## config.mk

```make
export PLATFORM = sky130hd
export DESIGN_NAME = fu_wb_arbiter
export DESIGN_NICKNAME = d
export VERILOG_FILES = /design/src/rtl/fu_wb_arbiter.sv
export SDC_FILE = /design/constraint.sdc
export NUM_CORES = 2
export LEC_CHECK = 0
export CAP_MARGIN = 15
export CORE_ASPECT_RATIO = 0.5
export CORE_UTILIZATION = 35
export CTS_CLUSTER_DIAMETER = 80
export CTS_CLUSTER_SIZE = 24
export DETAILED_ROUTE_END_ITERATION = 6
export GPL_ROUTABILITY_DRIVEN = 0
export PLACE_DENSITY = 0.51
export SLEW_MARGIN = 20
export SYNTH_ARGS = -nofsm -noshare
export SYNTH_HDL_FRONTEND = slang
export SYNTH_SLANG_ARGS = --single-unit
export TNS_END_PERCENT = 30
```

## constraint.sdc

```tcl
create_clock -name clk -period 7.9 [get_ports clk]
set_input_delay 1.185 -clock clk [delete_from_list [all_inputs] [get_ports clk]]
set_output_delay 1.185 -clock clk [all_outputs]
set_load 0.01 [all_outputs]
```

## src/rtl/fu_wb_arbiter.sv

```systemverilog
// fu_wb_arbiter: per-FU writeback FIFOs drained round-robin, one result per cycle, onto a registered CDB.
// Latency: FU result at t reaches the CDB at t+2 when uncontended (t+1 via the empty-FIFO bypass when FU_WB_ARB_BYPASS_EN is defined).
// Backpressure: FU ports cannot stall; fu_stall throttles issue early, and a push into a full, un-popped FIFO is dropped and sets sticky fu_overflow.
module fu_wb_arbiter #(
   parameter int  NUM_FU       = 4,
   parameter int  FIFO_DEPTH   = 4,
   parameter int  STALL_SLACK  = 2,
   parameter int  INST_ID_BITS = 6,
   parameter int  PRN_BITS     = 6,
   parameter int  MAX_OPERANDS = 3,
   localparam int IDX_W        = (NUM_FU > 1) ? $clog2(NUM_FU) : 1
) (
   input  logic                    clk,
   input  logic                    rst,
   input  logic                    flush,
   input  logic                    fu_out_valid      [NUM_FU],
   input  logic [INST_ID_BITS-1:0] fu_out_inst_id    [NUM_FU],
   input  logic [PRN_BITS-1:0]     fu_out_prn        [NUM_FU][MAX_OPERANDS],
   input  logic [63:0]             fu_out_data       [NUM_FU][MAX_OPERANDS],
   input  logic                    fu_out_data_valid [NUM_FU][MAX_OPERANDS],
   output logic                    fu_stall          [NUM_FU],
   output logic                    fu_overflow       [NUM_FU],
   output logic                    cdb_valid,
   output logic [INST_ID_BITS-1:0] cdb_inst_id,
   output logic [PRN_BITS-1:0]     cdb_prn           [MAX_OPERANDS],
   output logic [63:0]             cdb_data          [MAX_OPERANDS],
   output logic                    cdb_data_valid    [MAX_OPERANDS],
   output logic [IDX_W-1:0]        cdb_fu_idx
);

   localparam int PTR_W     = $clog2(FIFO_DEPTH);
   localparam int CNT_W     = PTR_W + 1;
   localparam int STALL_LVL = FIFO_DEPTH - STALL_SLACK;

   typedef struct packed {
      logic [INST_ID_BITS-1:0]               inst_id;
      logic [MAX_OPERANDS-1:0][PRN_BITS-1:0] prn;
      logic [MAX_OPERANDS-1:0][63:0]         data;
      logic [MAX_OPERANDS-1:0]               dv;
   } pkt_t;

   pkt_t             in_pkt  [NUM_FU];
   pkt_t             mem     [NUM_FU][FIFO_DEPTH];
   logic [PTR_W-1:0] rd_ptr  [NUM_FU];
   logic [PTR_W-1:0] wr_ptr  [NUM_FU];
   logic [CNT_W-1:0] count   [NUM_FU];
   logic             cand    [NUM_FU];
   logic             pop     [NUM_FU];
   logic             byp     [NUM_FU];
   logic             push    [NUM_FU];
   logic             drop    [NUM_FU];
   logic [IDX_W-1:0] last_grant;
   logic             gnt_vld;
   logic [IDX_W-1:0] gnt_idx;
   pkt_t             gnt_pkt;
   pkt_t             cdb_pkt;

   // Gather each FU's live result ports into one packet; stall is a pure function of occupancy
   for (genvar i = 0; i < NUM_FU; i++) begin : g_fu
      assign in_pkt[i].inst_id = fu_out_inst_id[i];
      for (genvar s = 0; s < MAX_OPERANDS; s++) begin : g_slot
         assign in_pkt[i].prn[s]  = fu_out_prn[i][s];
         assign in_pkt[i].data[s] = fu_out_data[i][s];
         assign in_pkt[i].dv[s]   = fu_out_data_valid[i][s];
      end
      assign fu_stall[i] = (count[i] >= CNT_W'(STALL_LVL));
   end

   // Candidate set: non-empty FIFOs, plus empty FIFOs with a live result when bypass is built in
   always_comb begin
      for (int i = 0; i < NUM_FU; i++) begin
         cand[i] = (count[i] != '0);
`ifdef FU_WB_ARB_BYPASS_EN
         cand[i] = cand[i] | fu_out_valid[i];
`endif
      end
   end

   // Round-robin pick: first candidate above last_grant, otherwise first candidate from index 0
   always_comb begin
      gnt_vld = 1'b0;
      gnt_idx = '0;
      for (int i = 0; i < NUM_FU; i++) begin
         if (!gnt_vld && cand[i] && (i > int'(last_grant))) begin
            gnt_vld = 1'b1;
            gnt_idx = IDX_W'(i);
         end
      end
      for (int i = 0; i < NUM_FU; i++) begin
         if (!gnt_vld && cand[i] && (i <= int'(last_grant))) begin
            gnt_vld = 1'b1;
            gnt_idx = IDX_W'(i);
         end
      end
   end

   // Source the granted packet (FIFO head, or live inputs on a bypass) and decide push/drop per FU
   always_comb begin
      gnt_pkt = '0;
      for (int i = 0; i < NUM_FU; i++) begin
         pop[i] = 1'b0;
         byp[i] = 1'b0;
         if (gnt_vld && (gnt_idx == IDX_W'(i))) begin
            if (count[i] != '0) begin
               gnt_pkt = mem[i][rd_ptr[i]];
               pop[i]  = 1'b1;
            end else begin
               gnt_pkt = in_pkt[i];
               byp[i]  = 1'b1;
            end
         end
         // a full FIFO still accepts when its head leaves in the same cycle
         push[i] = fu_out_valid[i] && !byp[i] && ((count[i] < CNT_W'(FIFO_DEPTH)) || pop[i]);
         drop[i] = fu_out_valid[i] && !byp[i] && !push[i];
      end
   end

   // FIFO pointers, occupancy and sticky overflow flags; flush empties everything like reset
   always_ff @(posedge clk) begin
      if (rst || flush) begin
         for (int i = 0; i < NUM_FU; i++) begin
            rd_ptr[i]      <= '0;
            wr_ptr[i]      <= '0;
            count[i]       <= '0;
            fu_overflow[i] <= 1'b0;
         end
      end else begin
         for (int i = 0; i < NUM_FU; i++) begin
            if (push[i]) wr_ptr[i] <= wr_ptr[i] + PTR_W'(1);
            if (pop[i])  rd_ptr[i] <= rd_ptr[i] + PTR_W'(1);
            count[i] <= count[i] + CNT_W'(push[i]) - CNT_W'(pop[i]);
            if (drop[i]) fu_overflow[i] <= 1'b1;
         end
      end
   end

   // FIFO storage; stale writes during reset/flush are harmless because the pointers restart
   always_ff @(posedge clk) begin
      for (int i = 0; i < NUM_FU; i++) begin
         if (push[i]) mem[i][wr_ptr[i]] <= in_pkt[i];
      end
   end

   // CDB register and round-robin pointer; flush kills the next beat but keeps last_grant
   always_ff @(posedge clk) begin
      if (rst) begin
         last_grant <= IDX_W'(NUM_FU - 1);
         cdb_valid  <= 1'b0;
         cdb_pkt    <= '0;
         cdb_fu_idx <= '0;
      end else if (flush) begin
         cdb_valid <= 1'b0;
      end else begin
         cdb_valid <= gnt_vld;
         if (gnt_vld) begin
            last_grant <= gnt_idx;
            cdb_pkt    <= gnt_pkt;
            cdb_fu_idx <= gnt_idx;
         end
      end
   end

   // CDB outputs are straight wiring from the registered packet
   assign cdb_inst_id = cdb_pkt.inst_id;
   for (genvar s = 0; s < MAX_OPERANDS; s++) begin : g_cdb
      assign cdb_prn[s]        = cdb_pkt.prn[s];
      assign cdb_data[s]       = cdb_pkt.data[s];
      assign cdb_data_valid[s] = cdb_pkt.dv[s];
   end

endmodule

```

==> out/qor.yml <==
ys_ff_latch: 3760
synth_compound_area_share_pct: 4.871
drc: 42
max_freq_mhz: 239.3
drive_gt1_share_pct: 20.49
path_class: "flop to flop"
finClkSkew_ps: 64.43
violations: "design-rule violations"
startpoint_type: "flop"
grt_usage_pct: 21.20
syn_nets: 6986
clk_latency_ps: 910
gr-total-overflow: 0
setup_violations: 0
rrSetupSlack_ps: 3720
syn_area_per_cell_um2: 23.18
cts_tree: "yes"
p_per_area_mw_per_mm2: 320.1
place_hpwl_um: 278000
cts_root_buf: "clkbuf_16"
drv_cap: 0
grt_max_degree: 115
r2r_end: "mem[0][282]$_DFFE_PP_"
yosys.area_share.simple_pct: 0.9229
post-route-min-period_ps: 4179
p_leak_uw: 0.04894
ant_nets: 0
arrival_ps: 4660
synth-edff-count: 3520
syn_inst: 6071
clkSlewWorstSetupHoldPaths_ps: 100
synthFlopType: "edfxtp_1"
cts_buffer_depth: 4
antenna_found_initial: 343
cts.htree.levels: 4
peakVddDrop_mv: 0.5412
area_delta_synth_final_pct: 16.33
fin_ws_ps: 3721
final_cell_area_mm2: 0.1637
wl_um: 441200
synth_top_family_by_area: "multiplexers"
worst_ep_required_time_ps: 8380
design.core.area_mm2: 0.3997
die-area_mm2: 0.4048
wl_per_cell_um: 34.87
cts-resized-gates: 0
placed_cell_area_mm2: 0.1582
rows: 164
hold_violations: 0
yosys_warnings: 0
r2r_start: "count[3][1]$_SDFF_PP0_"
cp_max_fo: 105
vias: 68840
dieHeight_um: 450.4
seq_area_frac_synth_pct: 78.53
status: "finished with violations"
async_flop_share_pct: 0
fin_util_pct: 40.96
rsz0062_at_grt: "false"
end_kind: "flop"
ioPinCount: 1113
initial_core_util_pct: 35.21
holdPathStages: 1
r2r.worst_path.cells: 6
hold_buffers: 0
drtPass1Iterations: 7
fill_cells: 34840
drt_iter0_markers: 6272
whs_ps: 484.6
fin_crit_sh_pct: 52.90
numCtsBuffers: 183
synth_area_mm2: 0.1407
grt_pass1_wl_um: 596200
pre_cts_slack_ps: 3363
synthMuxAreaShare_pct: 14.02
synth-xor-area-share_pct: 0.04979
die_x_um: 898.7
postCtsSetupBuffers: 0
grt_pass1_vias: 68800
ys_types: 50
viasPerCell: 5.440
numClockSinks: 3760
io_buffer_count: 1112
min_from: "fu_overflow[2]$_SDFFE_PP0P_"
hp-class: "flop to flop"
nets: 8017
max_slew_margin_pct: 4.285
min_delay_worst_endpoint: "fu_overflow[2]$_SDFFE_PP0P_"
worst_slew_pin_slew_ps: 1436
drv_slew: 0
tns_ps: 0
synthAdderAreaFrac_pct: 0.3059
cell usage in the layout (no fill, tap or decap), drive strengths merged, types with 109 or more instances in the layout:
cell type,count
clkdlybuf4s50,1111
edfxtp,3520
mux4,876
diode,109
clkbuf,308
a211oi,218
dfxtp,240
nor2,238
a22oi,219
a221oi,220
routing by layer:
metal,vias to the layer above,GRT usage [%],wire length (µm)
met3,863,2.262,17410
li1,28090,-,-
met2,2133,39.58,244700
met1,37710,25.10,163900
met4,40,8.277,14960
met5,-,0,244
logic make-up after synthesis:
kind of cell    after synthesis
flops                      3760
compound gates              685
simple gates                303
mux                         876
xor+xnor                      8
buf+inv                     407
fa+ha+maj                    32
registers in the layout, summed over array words and instances, names as in the netlist:
signal / count
cdb_fu_idx: 2
cdb_data: 192
cdb_valid: 1
count: 12
cdb_prn: 18
wr_ptr: 8
rd_ptr: 8
last_grant: 2
cdb_inst_id: 6
cdb_data_valid: 3
mem: 3504
fu_overflow: 4
per-stage QoR:
step / std cells / total power, µW
after floorplan: 6071 / 35780
after global placement: 12230 / 42370
after detailed placement: 12230 / 42460
after CTS: 12550 / 53080
after global routing: 12630 / 54340
final: 12650 / 52400
critical path: stages, from the launching register on:
cell and delay, ps:
dfxtp_1 370, nor3_2 590, a21o_1 230, nand2_1 230, a21boi_1 540, and2_4 790, buf_12 480
layout make-up:
cell class	instances	area, µm²	share of cell area (%)
inverter	35	166.4	0.1016
multi-input combinational	1904	28450	17.38
timing repair buffer	1218	12450	7.608
clock inverter	8	97.59	0.05961
tap	5312	6646	4.060
antenna	109	272.8	0.1666
clock buffer	308	5112	3.123
sequential	3760	110500	67.50
cell usage after synthesis, types with 21 or more instances:
| cell | n | area [µm²] |
|---|---|---|
| a211oi_2 | 208 | 2603 |
| a221oi_1 | 157 | 1375 |
| a221oi_2 | 63 | 945.9 |
| a22oi_1 | 219 | 1644 |
| and2_1 | 21 | 131.4 |
| buf_1 | 37 | 138.9 |
| buf_2 | 112 | 560.5 |
| buf_4 | 26 | 195.2 |
| clkbuf_1 | 187 | 701.9 |
| dfxtp_1 | 240 | 4805 |
| edfxtp_1 | 3520 | 105700 |
| ha_1 | 28 | 350.3 |
| inv_1 | 31 | 116.4 |
| mux4_2 | 876 | 19730 |
| nor2_1 | 238 | 893.4 |
where the power goes:
group          internal, µW  leakage, µW  total [µW]  switching, µW
Sequential            23700       0.0343       24500            752
Combinational          6690       0.0121       17200          10500
Clock                  4480      0.00248       10700           6260
worst max-delay path by stage:
stage,start,to,slack (ps),cells past startpoint
detailed placement,fu_out_valid[2],mem[1][434]$_DFFE_PP_,3360,4
global route,count[3][1]$_SDFF_PP0_,mem[0][284]$_DFFE_PP_,3530,6
CTS,count[2][1]$_SDFF_PP0_,fu_stall[1],3780,3
finish,count[3][1]$_SDFF_PP0_,mem[0][282]$_DFFE_PP_,3720,6
global placement,fu_out_valid[2],mem[1][501]$_DFFE_PP_,3430,4
floorplan,count[3][1]$_SDFF_PP0_,mem[0][0]$_DFFE_PP_,740,5
Power figures use the tool's default switching activity.
